`src/rtl/tl_pkg.sv`:
```
// Shared TileLink-UL definitions for slave-side blocks.
//   - channel A / channel D opcode encodings
//   - tl_a_req_t: one captured channel A request
//   - default bus widths
package tl_pkg;

  localparam int TL_ADDR_W = 12;
  localparam int TL_DATA_W = 32;
  localparam int TL_MASK_W = TL_DATA_W / 8;

  typedef enum logic [2:0] {
    PUT_FULL    = 3'd0,
    PUT_PARTIAL = 3'd1,
    GET         = 3'd4
  } tl_a_op_e;

  typedef enum logic [2:0] {
    ACCESS_ACK      = 3'd0,
    ACCESS_ACK_DATA = 3'd1
  } tl_d_op_e;

  // opcode is kept as raw bits so that illegal requests can be held too
  typedef struct packed {
    logic [2:0]           opcode;
    logic [TL_ADDR_W-1:0] address;
    logic [TL_DATA_W-1:0] data;
    logic [1:0]           size;
    logic [TL_MASK_W-1:0] mask;
  } tl_a_req_t;

endpackage

```
`src/rtl/tl_req_check.sv`:
```
// Combinational legality check for a TileLink-UL channel A request.
//   opcode_i   : channel A opcode
//   addr_lsb_i : two least significant byte-address bits
//   size_i     : log2 of the access size in bytes
//   mask_i     : byte lane mask
//   denied_o   : 1 when the request must be answered with a denied response
module tl_req_check
  import tl_pkg::*;
#(
  parameter int MASK_W = TL_MASK_W
) (
  input  logic [2:0]        opcode_i,
  input  logic [1:0]        addr_lsb_i,
  input  logic [1:0]        size_i,
  input  logic [MASK_W-1:0] mask_i,
  output logic              denied_o
);

  logic op_bad;
  logic size_bad;
  logic misaligned;
  logic empty_partial;

  always_comb begin
    op_bad = !((opcode_i == PUT_FULL) || (opcode_i == PUT_PARTIAL) || (opcode_i == GET));
    size_bad = (size_i == 2'd3);
    case (size_i)
      2'd0:    misaligned = 1'b0;
      2'd1:    misaligned = addr_lsb_i[0];
      default: misaligned = |addr_lsb_i;
    endcase
    empty_partial = (opcode_i == PUT_PARTIAL) && (mask_i == '0);
    denied_o = op_bad | size_bad | misaligned | empty_partial;
  end

endmodule

```
`src/rtl/tl_ul_slave_adapter.sv`:
```
// TileLink-UL slave endpoint in front of a synchronous single-port memory.
// One transaction at a time: accept channel A, do one memory access,
// return AccessAck / AccessAckData (or a denied AccessAck) on channel D.
//   clk_i, rst_i            : clock, async active-high reset
//   a_*                     : channel A request from the host
//   d_*                     : channel D response to the host
//   mem_*                   : memory port, rdata valid the cycle after mem_req_o
//
// state      | meaning
// -----------+----------------------------------------------------------
// ST_IDLE    | a_ready_o high, waiting for a channel A request
// ST_ACCESS  | memory strobe driven for exactly one cycle
// ST_CAPTURE | read data returning from memory is latched
// ST_RESP    | d_valid_o held with stable fields until d_ready_i
module tl_ul_slave_adapter
  import tl_pkg::*;
#(
  parameter int ADDR_W = TL_ADDR_W,
  parameter int DATA_W = TL_DATA_W,
  localparam int MASK_W = DATA_W / 8
) (
  input  logic              clk_i,
  input  logic              rst_i,
  input  logic              a_valid_i,
  output logic              a_ready_o,
  input  logic [2:0]        a_opcode_i,
  input  logic [ADDR_W-1:0] a_address_i,
  input  logic [DATA_W-1:0] a_data_i,
  input  logic [1:0]        a_size_i,
  input  logic [MASK_W-1:0] a_mask_i,
  output logic              d_valid_o,
  input  logic              d_ready_i,
  output logic [2:0]        d_opcode_o,
  output logic [1:0]        d_size_o,
  output logic [DATA_W-1:0] d_data_o,
  output logic              d_denied_o,
  output logic              mem_req_o,
  output logic              mem_we_o,
  output logic [ADDR_W-3:0] mem_addr_o,
  output logic [DATA_W-1:0] mem_wdata_o,
  output logic [MASK_W-1:0] mem_be_o,
  input  logic [DATA_W-1:0] mem_rdata_i
);

  typedef enum logic [1:0] {
    ST_IDLE    = 2'd0,
    ST_ACCESS  = 2'd1,
    ST_CAPTURE = 2'd2,
    ST_RESP    = 2'd3
  } state_e;

  state_e            state_q, state_d;
  tl_a_req_t         req_q, req_d;
  logic              a_ready_q, a_ready_d;
  logic              mem_req_q, mem_req_d;
  logic              mem_we_q, mem_we_d;
  logic              d_valid_q, d_valid_d;
  logic [2:0]        d_opcode_q, d_opcode_d;
  logic [DATA_W-1:0] d_data_q, d_data_d;
  logic              d_denied_q, d_denied_d;
  logic              denied;
  logic              is_get;

  tl_req_check #(.MASK_W(MASK_W)) u_req_check (
    .opcode_i   (a_opcode_i),
    .addr_lsb_i (a_address_i[1:0]),
    .size_i     (a_size_i),
    .mask_i     (a_mask_i),
    .denied_o   (denied)
  );

  assign is_get = (a_opcode_i == GET);

  // The address/data/mask fields of req_q double as the memory command
  // register: they hold the memory-side view only while in ST_ACCESS and are
  // zero otherwise, so the memory port is flop-driven and idle outside it.
  always_comb begin
    state_d    = state_q;
    req_d      = req_q;
    a_ready_d  = a_ready_q;
    mem_req_d  = 1'b0;
    mem_we_d   = 1'b0;
    d_valid_d  = d_valid_q;
    d_opcode_d = d_opcode_q;
    d_data_d   = d_data_q;
    d_denied_d = d_denied_q;
    case (state_q)
      ST_IDLE: begin
        if (a_valid_i && a_ready_q) begin
          a_ready_d     = 1'b0;
          req_d         = '0;
          req_d.opcode  = a_opcode_i;
          req_d.size    = a_size_i;
          if (denied) begin
            state_d    = ST_RESP;
            d_valid_d  = 1'b1;
            d_denied_d = 1'b1;
            d_opcode_d = ACCESS_ACK;
            d_data_d   = '0;
          end else begin
            state_d       = ST_ACCESS;
            mem_req_d     = 1'b1;
            mem_we_d      = !is_get;
            req_d.address = a_address_i;
            req_d.data    = is_get ? '0 : a_data_i;
            req_d.mask    = is_get ? '0 : a_mask_i;
          end
        end
      end
      ST_ACCESS: begin
        state_d       = ST_CAPTURE;
        req_d.address = '0;
        req_d.data    = '0;
        req_d.mask    = '0;
      end
      ST_CAPTURE: begin
        state_d    = ST_RESP;
        d_valid_d  = 1'b1;
        d_denied_d = 1'b0;
        if (req_q.opcode == GET) begin
          d_opcode_d = ACCESS_ACK_DATA;
          d_data_d   = mem_rdata_i;
        end else begin
          d_opcode_d = ACCESS_ACK;
          d_data_d   = '0;
        end
      end
      ST_RESP: begin
        if (d_ready_i) begin
          state_d    = ST_IDLE;
          a_ready_d  = 1'b1;
          req_d      = '0;
          d_valid_d  = 1'b0;
          d_denied_d = 1'b0;
          d_opcode_d = ACCESS_ACK;
          d_data_d   = '0;
        end
      end
      default: state_d = ST_IDLE;
    endcase
  end

  always_ff @(posedge clk_i or posedge rst_i) begin
    if (rst_i) begin
      state_q    <= ST_IDLE;
      req_q      <= '0;
      a_ready_q  <= 1'b1;
      mem_req_q  <= 1'b0;
      mem_we_q   <= 1'b0;
      d_valid_q  <= 1'b0;
      d_opcode_q <= '0;
      d_data_q   <= '0;
      d_denied_q <= 1'b0;
    end else begin
      state_q    <= state_d;
      req_q      <= req_d;
      a_ready_q  <= a_ready_d;
      mem_req_q  <= mem_req_d;
      mem_we_q   <= mem_we_d;
      d_valid_q  <= d_valid_d;
      d_opcode_q <= d_opcode_d;
      d_data_q   <= d_data_d;
      d_denied_q <= d_denied_d;
    end
  end

  // byte-offset bits are only needed by the legality check at accept time
  logic unused_addr_lsb;
  assign unused_addr_lsb = ^req_q.address[1:0];

  assign a_ready_o   = a_ready_q;
  assign d_valid_o   = d_valid_q;
  assign d_opcode_o  = d_opcode_q;
  assign d_size_o    = req_q.size;
  assign d_data_o    = d_data_q;
  assign d_denied_o  = d_denied_q;
  assign mem_req_o   = mem_req_q;
  assign mem_we_o    = mem_we_q;
  assign mem_addr_o  = req_q.address[ADDR_W-1:2];
  assign mem_wdata_o = req_q.data;
  assign mem_be_o    = req_q.mask;

endmodule

```
`config.mk`:
```
export PLATFORM = sky130hd
export DESIGN_NAME = tl_ul_slave_adapter
export DESIGN_NICKNAME = d
export VERILOG_FILES = /design/src/rtl/tl_pkg.sv /design/src/rtl/tl_req_check.sv /design/src/rtl/tl_ul_slave_adapter.sv
export SDC_FILE = /design/constraint.sdc
export NUM_CORES = 1
export LEC_CHECK = 0
export CAP_MARGIN = 5
export CORE_MARGIN = 10
export CORE_UTILIZATION = 48
export CTS_CLUSTER_DIAMETER = 100
export CTS_CLUSTER_SIZE = 14
export DETAILED_ROUTE_END_ITERATION = 10
export GPL_TIMING_DRIVEN = 0
export PLACE_DENSITY = 0.85
export SYNTH_ARGS = -nofsm -noshare
export SYNTH_HDL_FRONTEND = slang
export SYNTH_HIERARCHICAL = 1
export SYNTH_SLANG_ARGS = --single-unit
```
`constraint.sdc`:
```
create_clock -name clk_i -period 6.8 [get_ports clk_i]
set_input_delay 0.68 -clock clk_i [delete_from_list [all_inputs] [get_ports clk_i]]
set_output_delay 0.68 -clock clk_i [all_outputs]
set_load 0.03 [all_outputs]
```
==> results.json <==
{
  "tns_ps": 0,
  "clock_latency_ps": 370,
  "hold_start": "d_opcode_o[0]",
  "via_per_inst": 5.10,
  "skew_ps": 11.6,
  "drc": 0,
  "cts_buffers": 9,
  "clk_pin_slew_ps": 90,
  "die_area_um2": 14400,
  "synth_edf_count": 0,
  "cap_viol_max_count": 0,
  "ant_nets": 0,
  "synth_seq_area_share": 0.474,
  "drtPass1Iterations": 4,
  "worstHoldEndpoint": "d_opcode_o[0]",
  "place.gp.congestion": 0.817,
  "async_flop_share": 1.00,
  "grt_pass1_wl_mm": 22.5,
  "rsz0062_at_grt": "no",
  "place_inst": 784,
  "drive_gt1_frac": 0.193,
  "drt_iter0_markers": 201,
  "synth_mux_area_frac": 0.0732,
  "holdBufCountCts": 0,
  "yosysWarnings": 6,
  "synth_area_per_cell_um2": 10.1,
  "yosysUniqueCellTypes": 36,
  "grt_overflow": 0,
  "cts_htree_levels": 3,
  "max-slew-margin-rel": 0.562,
  "top_layer_used": "met4",
  "core-area_um2": 9770,
  "antenna_found_initial": 0,
  "arrival_ps": 3230,
  "min_period_ps": 2930,
  "synth_largest_area_cell": "dfrtp_1",
  "rows": 36,
  "met1Wirelength_mm": 5.90,
  "dp_worst_setup_slack_ps": 3540,
  "synth_top_family_by_area": "compound AO/OA/AOI/OAI gates",
  "worst-r2r-setup-slack_ps": 4590,
  "synthDominantCellAreaShare": 0.469,
  "cts_max_path_buffers": 2,
  "initial_core_util": 0.491,
  "fin_nets": 756,
  "detailroute.via_count": 4077,
  "grt_pass1_vias": 4512,
  "hold_viol": 0,
  "clkSinkCount": 91,
  "die_x_um": 120,
  "timing.rr.end": "mem_be_o[2]",
  "synthSimpleGateAreaFrac": 0.0995,
  "endpoint_kind": "register",
  "leakage_nw": 2.86,
  "hold_class": "reg2reg",
  "die_y_um": 120,
  "stdcell_count": 800,
  "synth_fa_ha_area_frac": 0.0130,
  "setup_ws_ps": 3870,
  "gr-usage-all-layers": 0.191,
  "synth_xor_area_frac": 0,
  "required_ps": 7100,
  "yosys-top-cells-area": "dfrtp_1 (47%), buf_4 (8.0%), o21ai_2 (7.3%), o31ai_1 (7.2%), mux2i_1 (7.1%)",
  "finalSetupViolCount": 0,
  "cts_setup_buffers": 0,
  "cts_resized": 0,
  "hpwl_mm": 10.7,
  "syn_area_um2": 4800,
  "met3_length_mm": 1.14,
  "drv_slew": 0,
  "min_path_cells": 1,
  "io_pins": 177,
  "wl_per_cell_um": 17.4,
  "timing.final.crit_share": 0.431,
  "rr_worst_depth": 6,
  "synth_seq_cells": 91,
  "peakVddDrop_uv": 89.9,
  "fin_total_pwr_mw": 1.21,
  "grt_max_degree": 71,
  "reg2reg_from": "state_q[1]",
  "cp_max_fo": 10,
  "outcome": "finished, final reports clean",
  "cp-start-kind": "input pin",
  "synth-main-ff-cell": "dfrtp_1",
  "clock.fmax_ghz": 0.341,
  "cts_tree": "done",
  "synth_compound_area_frac": 0.183,
  "fin_util": 0.718,
  "power_density_nw_per_um2": 172,
  "antennaDiodeCount": 0,
  "cts-root-buf": "clkbuf_8",
  "worst_pin_slew_ps": 653,
  "critical_path_class": "in2reg",
  "syn_to_final_growth_pct": 46.2,
  "port_buffers": 174,
  "routed_wl_mm": 13.9,
  "syn-instance-count": 475,
  "wl_met2_mm": 6.66
}
## metrics by stage
| step | hold WS [ps] | cell area (um2) |
|---|---|---|
| 2_1_floorplan | 464 | 4810 |
| 3_3_place_gp | 481 | 6710 |
| 3_5_place_dp | 491 | 6740 |
| 4_1_cts | 511 | 7020 |
| 5_1_grt | 529 | 7020 |
| 6_report | 509 | 7020 |
## synthesized netlist by cell type (2+ instances only)
cell type / n
a21oi_1: 3
a22oi_1: 5
buf_1: 2
buf_2: 3
buf_4: 51
buf_6: 10
clkbuf_1: 22
dfrtp_1: 90
ha_1: 5
inv_1: 40
mux2i_1: 34
nand2_1: 48
nand3_1: 36
nor3_1: 2
nor4_1: 2
o21ai_0: 16
o21ai_2: 40
o31ai_1: 46
o41ai_1: 2
or3_1: 2
## state kept, by name, indices dropped and copies added, names as in the netlist
| register | count |
|---|---|
| mem_req_o | 1 |
| mem_wdata_o | 32 |
| mem_addr_o | 10 |
| mem_be_o | 4 |
| d_opcode_o | 1 |
| d_size_o | 2 |
| state_q | 2 |
| d_denied_o | 1 |
| a_ready_o | 1 |
| d_valid_o | 1 |
| d_data_o | 32 |
| mem_we_o | 1 |
| req_q | 3 |
## placed cells by master, fill, tap and decap left out, types with 4 or more instances in the layout
cell type and n:
o21ai_0 16, o31ai_1 46, nand2_1 48, mux2i_1 34, bufinv_16 4, clkdlybuf4s50_1 174
o21ai_2 40, clkbuf_1 23, ha_1 5, buf_6 10, inv_1 39, nand3_1 36
clkbuf_8 11, buf_4 51, dfrtp_1 90, a22oi_1 5
## power breakdown
part	internal [mW]	switching, mW
logic	0.0880	0.0730
registers	0.551	0.00590
clock network	0.302	0.187
total	0.940	0.266
## kinds of logic after synthesis
kind of cell | count (synthesis)
AOI/OAI and AO/OA | 116
adders and majority gates | 5
buffers and inverters | 128
DFF | 91
muxes | 35
other | 1
and+or+nand+nor | 99
## final cells by class
class                           count  area, um2
Multi-Input combinational cell    257       1780
Inverter                           40        153
Clock buffer                       12        155
Sequential cell                    91       2280
Timing Repair Buffer              175       1770
Buffer                             88        601
Clock inverter                      4        120
Tap cell                          133        166
Fill cell                         733       2760
## worst max-delay path by stage
stage | from | to | depth (start not counted)
global placement | rst_i | mem_wdata_o[27] | 2
detailed placement | a_mask_i[3] | mem_be_o[2] | 8
finish | a_mask_i[3] | mem_be_o[2] | 8
CTS | a_mask_i[3] | mem_be_o[2] | 8
global route | a_mask_i[3] | mem_wdata_o[27] | 8
floorplan | rst_i | d_data_o[0] | 1
## worst max-delay path, cell delays in order
cell and delay (ps):
clkdlybuf4s50_1 530, nor4_1 100, o21ai_0 190, o211ai_1 270
nor3_2 640, clkbuf_1 500, nand3_1 180, o21ai_2 140
## layer usage
metal	up-vias	GRT usage
li1	1954	-
met1	1949	0.222
met2	154	0.323
met3	20	0.0628
met4	0	0.0649
met5	-	0
No activity file was read; power rests on OpenSTA's default activity.
